### config.mk
export PLATFORM = sky130hd
export DESIGN_NAME = integer_mul
export DESIGN_NICKNAME = d
export VERILOG_FILES = /design/src/rtl/math_pkg.sv /design/src/rtl/integer_shift_add.sv /design/src/rtl/integer_mul.sv
export SDC_FILE = /design/constraint.sdc
export NUM_CORES = 1
export LEC_CHECK = 0
export CAP_MARGIN = 20
export CELL_PAD_IN_SITES_DETAIL_PLACEMENT = 1
export CELL_PAD_IN_SITES_GLOBAL_PLACEMENT = 2
export CORE_ASPECT_RATIO = 1.75
export CORE_MARGIN = 2
export CORE_UTILIZATION = 32
export CTS_BUF_LIST = sky130_fd_sc_hd__clkbuf_8
export CTS_CLUSTER_SIZE = 8
export DETAILED_ROUTE_END_ITERATION = 8
export PLACE_DENSITY_LB_ADDON = 0.2
export SYNTH_ARGS = -nofsm -noshare
export SYNTH_HDL_FRONTEND = slang
export SYNTH_SLANG_ARGS = --single-unit
### constraint.sdc
create_clock -name clk -period 5.3 [get_ports clk]
set_input_delay 0.795 -clock clk [delete_from_list [all_inputs] [get_ports clk]]
set_output_delay 0.795 -clock clk [all_outputs]
set_load 0.01 [all_outputs]
### src/rtl/math_pkg.sv
// Shared arithmetic-library package for the sequential integer math blocks.
// Provides the multiply-accumulate FSM state type and a helper that sizes
// the step counter so it can hold the value WIDTH itself.
package math_pkg;

  typedef enum logic [1:0] {
    HOLD = 2'd0,
    LOAD = 2'd1,
    RUN  = 2'd2,
    DONE = 2'd3
  } mul_state_t;

  // The counter has to reach WIDTH, not only WIDTH-1, so it needs
  // one more value than a plain bit index would.
  function automatic int mul_cnt_width(input int width);
    return $clog2(width + 1);
  endfunction

endpackage

### src/rtl/integer_shift_add.sv
// One combinational shift-and-add step of the unsigned multiplier.
// This is the mirror image of the divider's shift-subtract step.
// If lo_i[0] is set, the multiplicand is added into the accumulator.
// The (WIDTH+1)-bit sum, followed by lo_i[WIDTH-1:1], is then taken as
// the next {acc, lo} pair. That is a logical right shift in which the
// carry of the sum enters at the MSB.
//
// Ports:
//   acc_i  [WIDTH-1:0]  upper half of the partial product (accumulator)
//   lo_i   [WIDTH-1:0]  lower half (remaining multiplier bits / low product)
//   m_i    [WIDTH-1:0]  latched multiplicand
//   acc_o  [WIDTH-1:0]  next accumulator
//   lo_o   [WIDTH-1:0]  next lower half
module integer_shift_add #(
  parameter int WIDTH = 8
) (
  input  logic [WIDTH-1:0] acc_i,
  input  logic [WIDTH-1:0] lo_i,
  input  logic [WIDTH-1:0] m_i,
  output logic [WIDTH-1:0] acc_o,
  output logic [WIDTH-1:0] lo_o
);

  logic [WIDTH:0] sum;

  always_comb begin
    sum   = {1'b0, acc_i} + (lo_i[0] ? {1'b0, m_i} : {(WIDTH+1){1'b0}});
    acc_o = sum[WIDTH:1];
    lo_o  = {sum[0], lo_i[WIDTH-1:1]};
  end

endmodule

### src/rtl/integer_mul.sv
// Sequential unsigned multiply-accumulate:
//   product = multiplicand * multiplier + addend
// The block retires one multiplier bit per clock. It uses the same
// level-sensitive start/rdy handshake as the restoring divider.
//
// Ports:
//   clk           clock, rising edge
//   rst           synchronous active-high reset
//   start         0 = load operands / idle, 1 = compute then hold result
//   multiplicand  [WIDTH-1:0]   operand A
//   multiplier    [WIDTH-1:0]   operand B
//   addend        [WIDTH-1:0]   accumulate term C
//   product       [2*WIDTH-1:0] A*B+C, meaningful only while rdy=1
//   rdy           registered result-valid flag
//
// state | meaning
// HOLD  | after reset; start=1 ignored until a low cycle loads operands
// LOAD  | operands latched every low cycle; first high edge begins iterating
// RUN   | one shift-add per high edge; low aborts back to LOAD
// DONE  | result held with rdy=1 while start stays high
module integer_mul
  import math_pkg::*;
#(
  parameter int WIDTH = 8
) (
  input  logic               clk,
  input  logic               rst,
  input  logic               start,
  input  logic [WIDTH-1:0]   multiplicand,
  input  logic [WIDTH-1:0]   multiplier,
  input  logic [WIDTH-1:0]   addend,
  output logic [2*WIDTH-1:0] product,
  output logic               rdy
);

  localparam int CW = mul_cnt_width(WIDTH);

  mul_state_t         state_q, state_d;
  logic [2*WIDTH-1:0] p_q, p_d;
  logic [WIDTH-1:0]   m_q, m_d;
  logic [CW-1:0]      cnt_q, cnt_d;
  logic               rdy_q, rdy_d;

  logic [WIDTH-1:0]   acc_next;
  logic [WIDTH-1:0]   lo_next;
  logic [CW-1:0]      cnt_inc;
  logic               last_step;
  logic               do_load;
  logic               do_step;

  integer_shift_add #(
    .WIDTH(WIDTH)
  ) u_step (
    .acc_i (p_q[2*WIDTH-1:WIDTH]),
    .lo_i  (p_q[WIDTH-1:0]),
    .m_i   (m_q),
    .acc_o (acc_next),
    .lo_o  (lo_next)
  );

  assign cnt_inc   = cnt_q + CW'(1);
  assign last_step = (cnt_inc == CW'(WIDTH));

  // A low start loads from every state. That includes HOLD, which is
  // the only way out of it. A high start iterates only in LOAD and RUN;
  // HOLD and DONE simply hold their registers.
  assign do_load = !start;
  assign do_step = start && ((state_q == LOAD) || (state_q == RUN));

  always_comb begin
    state_d = state_q;
    p_d     = p_q;
    m_d     = m_q;
    cnt_d   = cnt_q;
    rdy_d   = rdy_q;

    if (do_load) begin
      state_d = LOAD;
      p_d     = {addend, multiplier};
      m_d     = multiplicand;
      cnt_d   = '0;
      rdy_d   = 1'b0;
    end else if (do_step) begin
      p_d   = {acc_next, lo_next};
      cnt_d = cnt_inc;
      if (last_step) begin
        state_d = DONE;
        rdy_d   = 1'b1;
      end else begin
        state_d = RUN;
        rdy_d   = 1'b0;
      end
    end
  end

  always_ff @(posedge clk) begin
    if (rst) begin
      state_q <= HOLD;
      p_q     <= '0;
      m_q     <= '0;
      cnt_q   <= '0;
      rdy_q   <= 1'b0;
    end else begin
      state_q <= state_d;
      p_q     <= p_d;
      m_q     <= m_d;
      cnt_q   <= cnt_d;
      rdy_q   <= rdy_d;
    end
  end

  assign product = p_q;
  assign rdy     = rdy_q;

endmodule

==> summary.txt, run 1 <==
Synthesis
  • Top cell type's share of synthesized area: roughly 36%
  • Compound-Gate Fraction of Synth Area: between 20 and 25%
  • Simple-gate share of the synthesized area: about a fifth
  • Post-synth top area cell: dfxtp_1
  • Number of synthesized register bits: 31
  • Synth Instances: 202
  • Synth Net Count: approximately 240
  • Largest family of logic cells by synthesized area: simple AND/OR/NAND/NOR gates
  • Mapped Area: 0.00174 mm2
  • Area contributors post-synth: dfxtp_1, nand2_1, nor2_1
  • Yosys warns: 0
  • Synth Area per Inst: around 8.6 um2
  • Register area share after synthesis: 35.7%
  • Post-Synth XOR/XNOR Area: approximately 3.5%
  • Library cells used by synthesis: 41
  • Post-synthesis mux area share: around 5.2%
  • Synth Area in Adders: 7.64%

Setup path
  • Critical path type: reg2reg
  • WP data arrival: between 2 and 2.5 ns
  • Reg2reg setup slack: a little over 3 ns
  • R2R Path Start: product[0]
  • Worst Setup End Kind: flop
  • Worst r2r dst: product[13]
  • CP most frequent cell: nor3_1
  • Critical path's slowest cell: dfxtp_1
  • CP endpoint: product[13]
  • CP peak stage delay: around 0.54 ns
  • CP cell instances: and2_1, ha_1, inv_1, fa_1, nor2b_1, o31a_1, nor3_1, a211oi_1, nor3_1
  • Worst endpoint required time: ~5.5 ns
  • Register-to-Register Path Depth: 9
  • Critical path origin: product[0]
  • CP Launch Type: flop
  • Critical path peak fanout: 10

GRT
  • Overflow after GRT: 0
  • Initial antenna violation count: 0
  • Vias in the first global route: approximately 1600
  • Largest net degree at the start of global routing: 43
  • First-pass GRT wire length: between 7 and 8 mm
  • GRT Util Overall: 16.6%

Drt
  • Post-Route WL: approximately 4.5 mm
  • Post-route ant nets: 0
  • Number of DRC markers in iteration 0: 23
  • Routed vias: between 1500 and 2000
  • Vias per std cell: around 5.3
  • WL/cell: between 15 and 20 um
  • Pre-Repair DR Iteration Count: 4
  • # DRC: 0

Pwr
  • Overall power: roughly 0.57 mW
  • Power Density: between 200 and 250 mW/mm2
  • Lkg Pwr: approximately 0.87 nW
  • Worst VDD drop: roughly 0.13 mV

Cells and area
  • Share of layout cells above drive strength 1: 9.05%
  • Nets: approximately 280
  • Number of diodes: 0
  • Area growth from synthesis to layout: 30.5%
  • Finished Layout Cells: around 300
  • Fin area: ~0.0023 mm2
  • Final core utilization: 43.1%
  • Most common cell after layout, fill and taps aside: clkdlybuf4s50_1
  • Most frequent cells in the layout: clkdlybuf4s50_1, nand2_1, nor2_1, dfxtp_1

Die
  • Die height: just over 100 um
  • Row count: 35
  • Core footprint: 0.00526 mm2
  • Io pins: between 40 and 50
  • Die Wd: a little under 60 um
  • Starting Density: 33.0%
  • Die area: just over 0.006 mm2

Timing
  • Endpoints failing setup: 0
  • Setup WS post-layout: a little over 3 ns
  • Setup Skew: 0.00976 ns
  • Min Clock Period, post-route: ~2.3 ns
  • Fmax: ~440 MHz
  • RSZ-0062 raised after global routing: no
  • Worst slew pin tran: 0.898 ns
  • Pins Over Slew Limit: 0
  • Slew headroom: between 40% and 50%
  • Setup tns final: 0 ns
  • Final period util: between 40% and 50%
  • Worst hold slack: between 0.4 and 0.5 ns
  • Fin. Hold Viols: 0

Placement
  • Port bufs: 43
  • Final HPWL DP: 3.16 mm
  • Area post-placement: approximately 0.0022 mm2
  • Placement Setup Slack: 2.87 ns
  • RD Place Congestion: between 0.7 and 0.8
  • Placed cells: a little under 300

Clock tree
  • CTS tree: built
  • CTS hold repair buffers: 0
  • Clock tree sinks: 31
  • Post-cts sizing count: 0
  • Maximum root-to-sink buffer count: 2
  • CTS Buf Count: 5
  • Setup repair bufs after CTS: 0
  • Root Driver: clkbuf_8
  • Reg clk slew, reported paths: 0.08 ns
  • Clk_lat worst skew: approximately 0.29 ns
  • Number of H-tree levels: 2

Run status
  • Status: finished, final reports clean

Job
  • Maximum capacitance violations: 0

Min path
  • Worst Hold Class: reg2reg
-- routing by layer --
metal	share of wire, %	track usage (%)	vias up
met4	1.7	6.15	0
li1	-	-	791
met2	51	28.5	31
met3	3.9	3.83	6
met5	0	0	-
met1	44	19.7	743
-- critical path: cells and delay by family, from the launching register on --
| family | cells | cell delay [ns] |
|---|---|---|
| adder cells (fa/ha/maj) | 2 | 0.61 |
| flip-flops | 1 | 0.54 |
| AND/OR/NAND/NOR | 4 | 0.50 |
| AO/OA/AOI/OAI | 2 | 0.43 |
| buffers and inverters | 1 | 0.07 |
-- logic make-up (layout without fill, tap and decap cells) --
logic type                 count (synthesis)  after routing
and+or+nand+nor                           85             85
muxes                                      9              9
DFF                                       31             31
AOI/OAI and AO/OA                         42             42
buffers and inverters                     18             59
adders and majority gates                 10             10
xor gates and xnor gates                   7              7
-- Yosys cell counts --
library cell and count:
o2111ai_1 1, a31oi_1 2, or4_1 1, mux2i_1 9, xor2_1 5, fa_1 1, or3_1 1, o21a_1 2
a211oi_2 2, o311ai_1 1, a311oi_2 6, nor3b_1 2, o21bai_1 1, nand4_1 1, dfxtp_1 31, ha_1 9
a2111oi_2 1, a311oi_1 4, o31a_1 1, a21o_1 2, nor2b_1 1, o31ai_1 1, xnor2_1 2, inv_1 5
a311o_1 1, buf_6 4, o22ai_1 1, a21oi_1 3, buf_2 3, nand2_1 32, nor2_1 32, nand2b_1 1
buf_4 1, a22oi_1 1, a211oi_1 3, o21ai_0 4, clkbuf_1 5, and2_1 8, o21ai_1 4, a41oi_1 1
nor3_1 6
-- power breakdown --
group	internal [mW]	switching, mW
Sequential	0.248	0.0133
Combinational	0.0615	0.0560
Clock	0.0913	0.0963
Total	0.400	0.166
-- layout make-up --
cell class                 count  area (um2)
fill                         632        2990
multi-input combinational    153        1020
sequential                    31         621
timing repair buffer          46         452
clock buffer                   5        68.8
tap                           55        68.8
clock inverter                 3        20.0
inverter                       5        18.8
-- registers in the layout (all words and copies together), names as in the netlist --
signal   flops
cnt_q        4
product     16
rdy          1
state_q      2
m_q          8
-- worst min path at each step --
stage | startpoint | to | slack [ns] | cells after the start
finish | m_q[7] | m_q[7] | 0.49 | 2
global route | m_q[2] | m_q[2] | 0.53 | 2
floorplan | m_q[0] | m_q[0] | 0.45 | 2
detailed placement | m_q[3] | m_q[3] | 0.48 | 2
global placement | m_q[7] | m_q[7] | 0.47 | 2
CTS | m_q[3] | m_q[3] | 0.50 | 2
Note: power is estimated with default switching activity, not from simulation.
==> run 2: changes to the inputs <==
CORE_UTILIZATION = 26   (was 32)
clock period = 2.1 ns   (was 5.3 ns; I/O delays follow)
==> run 2 against run 1 <==
- global-route usage is 2.4 points lower
- die area up 22%
- critical path type unchanged
- sequential share of layout area decreased by 1.1 points
- cell area rose by 4.2%
- critical endpoint is now product[15]
- utilization decreased by 6.7 points
==> summary.txt, run 2 (synthesized netlist as in run 1, its figures left out) <==
GRT
  • Vias in the first global route: 1667 (was 1637)
  • Met1 Usage GRT: 16.0% (was 19.7%)
  • Largest net degree at the start of global routing: 36 (was 43)
  • GRT Util Overall: 14.3% (was 16.6%)
  • First-pass GRT wire length: 8.03 mm (was 7.65 mm)
  • Initial antenna violation count: 0 (unchanged)
  • Overflow after GRT: 0 (unchanged)
  • Met2 GRT Util: 25.1% (was 28.5%)
  • Gr busiest metal: met2 (unchanged)
  • M3 GR Usage: 3.11% (was 3.83%)

Die
  • Die height: 112 um (was 101 um)
  • Io pins: 44 (unchanged)
  • Row count: 39 (was 35)
  • Starting Density: 26.8% (was 33.0%)
  • Core footprint: 0.00649 mm2 (was 0.00526 mm2)
  • Die area: 0.00737 mm2 (was 0.00606 mm2)
  • Die Wd: 65.8 um (was 59.7 um)

Pwr
  • Lkg Pwr: 0.922 nW (was 0.874 nW)
  • Worst VDD drop: 0.279 mV (was 0.129 mV)
  • Cell Int Power: 1.02 mW (was 0.400 mW)
  • Clk pwr share: 32.3% (was 33.1%)
  • Flop pwr share: 45.7% (was 46.1%)
  • Comb power frac: 22.0% (was 20.8%)
  • Psw: 0.419 mW (was 0.166 mW)
  • Switching part of the total power: 29.2% (was 29.3%)
  • Power Density: 607 mW/mm2 (was 250 mW/mm2)

Placement
  • Final HPWL DP: 3.41 mm (was 3.16 mm)
  • RD Place Congestion: 0.733 (was 0.741)
  • Port bufs: 43 (unchanged)
  • Placement Setup Slack: 0.0346 ns (was 2.87 ns)

Min path
  • Worst Hold Class: in2reg (was reg2reg)

Drt
  • Vias per std cell: 4.76 (was 5.27)
  • Post-route ant nets: 0 (unchanged)
  • WL/cell: 14.4 um (was 15.2 um)
  • Post-Route WL: 4.77 mm (was 4.53 mm)
  • Number of DRC markers in iteration 0: 45 (was 23)
  • # DRC: 0 (unchanged)
  • Pre-Repair DR Iteration Count: 3 (was 4)
  • Routed vias: 1575 (was 1571)

Cells and area
  • Nets: 285 (was 279)
  • Most frequent cells in the layout: clkdlybuf4s50_1, nand2_1, nor2_1, dfxtp_1 (unchanged)
  • Area growth from synthesis to layout: 36.1% (was 30.5%)
  • Most common cell after layout, fill and taps aside: clkdlybuf4s50_1 (unchanged)
  • Share of layout cells above drive strength 1: 11.6% (was 9.05%)
  • Max FFs per register: 16 (unchanged)
  • Number of diodes: 0 (unchanged)

Timing
  • Setup tns final: 0 ns (unchanged)
  • Pins Over Slew Limit: 0 (unchanged)
  • Fmax: 504 MHz (was 438 MHz)
  • Setup Skew: 0.00798 ns (was 0.00976 ns)
  • RSZ-0062 raised after global routing: yes (was no)
  • Endpoints failing setup: 0 (unchanged)
  • Fin. Hold Viols: 0 (unchanged)
  • Worst slew pin tran: 0.358 ns (was 0.898 ns)
  • Slew headroom: 76.0% (was 40.1%)
  • Final period util: 94.5% (was 43.1%)
  • Setup WS post-layout: 0.116 ns (was 3.02 ns)
  • Min Clock Period, post-route: 1.98 ns (was 2.28 ns)

Clock tree
  • Setup repair bufs after CTS: 0 (unchanged)
  • Number of H-tree levels: 2 (unchanged)
  • CTS Buf Count: 5 (unchanged)
  • Reg clk slew, reported paths: 0.07 ns (was 0.08 ns)
  • CTS tree: built (unchanged)
  • Maximum root-to-sink buffer count: 2 (unchanged)
  • Clk_lat worst skew: 0.29 ns (about the same)
  • Clock tree sinks: 31 (unchanged)
  • CTS hold repair buffers: 0 (unchanged)
  • Post-cts sizing count: 0 (unchanged)
  • Root Driver: clkbuf_8 (unchanged)

Setup path
  • CP peak stage delay: 0.34 ns (was 0.54 ns)
  • CP Launch Type: flop (unchanged)
  • Critical path peak fanout: 6 (was 10)
  • WP data arrival: 2.15 ns (was 2.45 ns)
  • CP cell instances: and2_1, ha_1, inv_1, fa_2, nor2b_1, o31a_1, o21a_1, o21ai_0, a31oi_1 (was and2_1, ha_1, inv_1, fa_1, nor2b_1, o31a_1, nor3_1, a211oi_1, nor3_1)
  • Crit path buf inv count: 1 (unchanged)
  • Crit-path leading delay family: compound AO/OA/AOI/OAI gates (was adder cells)
  • Worst Setup End Kind: flop (unchanged)
  • Critical path type: reg2reg (unchanged)
  • Worst endpoint required time: 2.27 ns (was 5.46 ns)
  • Critical path's slowest cell: dfxtp_2 (was dfxtp_1)

Job
  • Maximum capacitance violations: 0 (unchanged)

Run status
  • Status: finished, final reports clean (unchanged)
-- run 2: per-stage QoR --
stage / util [%] / area [um2] / hold slack, ns / cells / total power, mW
final: 36.4 / 2360 / 0.375 / 331 / 1.43
after global routing: 36.4 / 2360 / 0.389 / 331 / 1.51
after CTS: 36.3 / 2350 / 0.374 / 331 / 1.46
after detailed placement: 35.0 / 2270 / 0.486 / 323 / 0.989
after global placement: 34.8 / 2260 / 0.480 / 322 / 0.982
after floorplan: - / 1740 / 0.450 / 202 / 0.838
-- run 2: power by group through the flow --
stage	combinational [mW]	clock [mW]	sequential, mW
final	0.316	0.464	0.656
after global routing	0.350	0.503	0.662
after CTS	0.322	0.486	0.657
after global placement	0.312	0	0.670
after detailed placement	0.319	0	0.670
after floorplan	0.164	0	0.673
-- run 2: cell type report --
class,instances,area (um2)
inverters,5,18.8
fillers,779,4130
flip-flops and latches,31,622
clock inverters,3,12.5
clock buffers,5,68.8
repair buffers,52,513
well taps,82,103
multi-input cells,153,1030
-- run 2: routing by layer --
metal	vias to the layer above	routed length, um
met2	22	2510
met3	4	142
met5	-	0
met1	750	2040
met4	0	86
li1	799	-
-- run 2: path summary, 6_finish.rpt --
| path | from | end | slack [ns] | cells past startpoint |
|---|---|---|---|---|
| hold reg to reg | cnt_q[1] | cnt_q[1] | 0.49 | 2 |
| setup reg to reg | product[0] | product[15] | 0.12 | 9 |
| setup / recovery | product[0] | product[15] | 0.12 | 9 |
| hold / removal | start | state_q[0] | 0.38 | 2 |
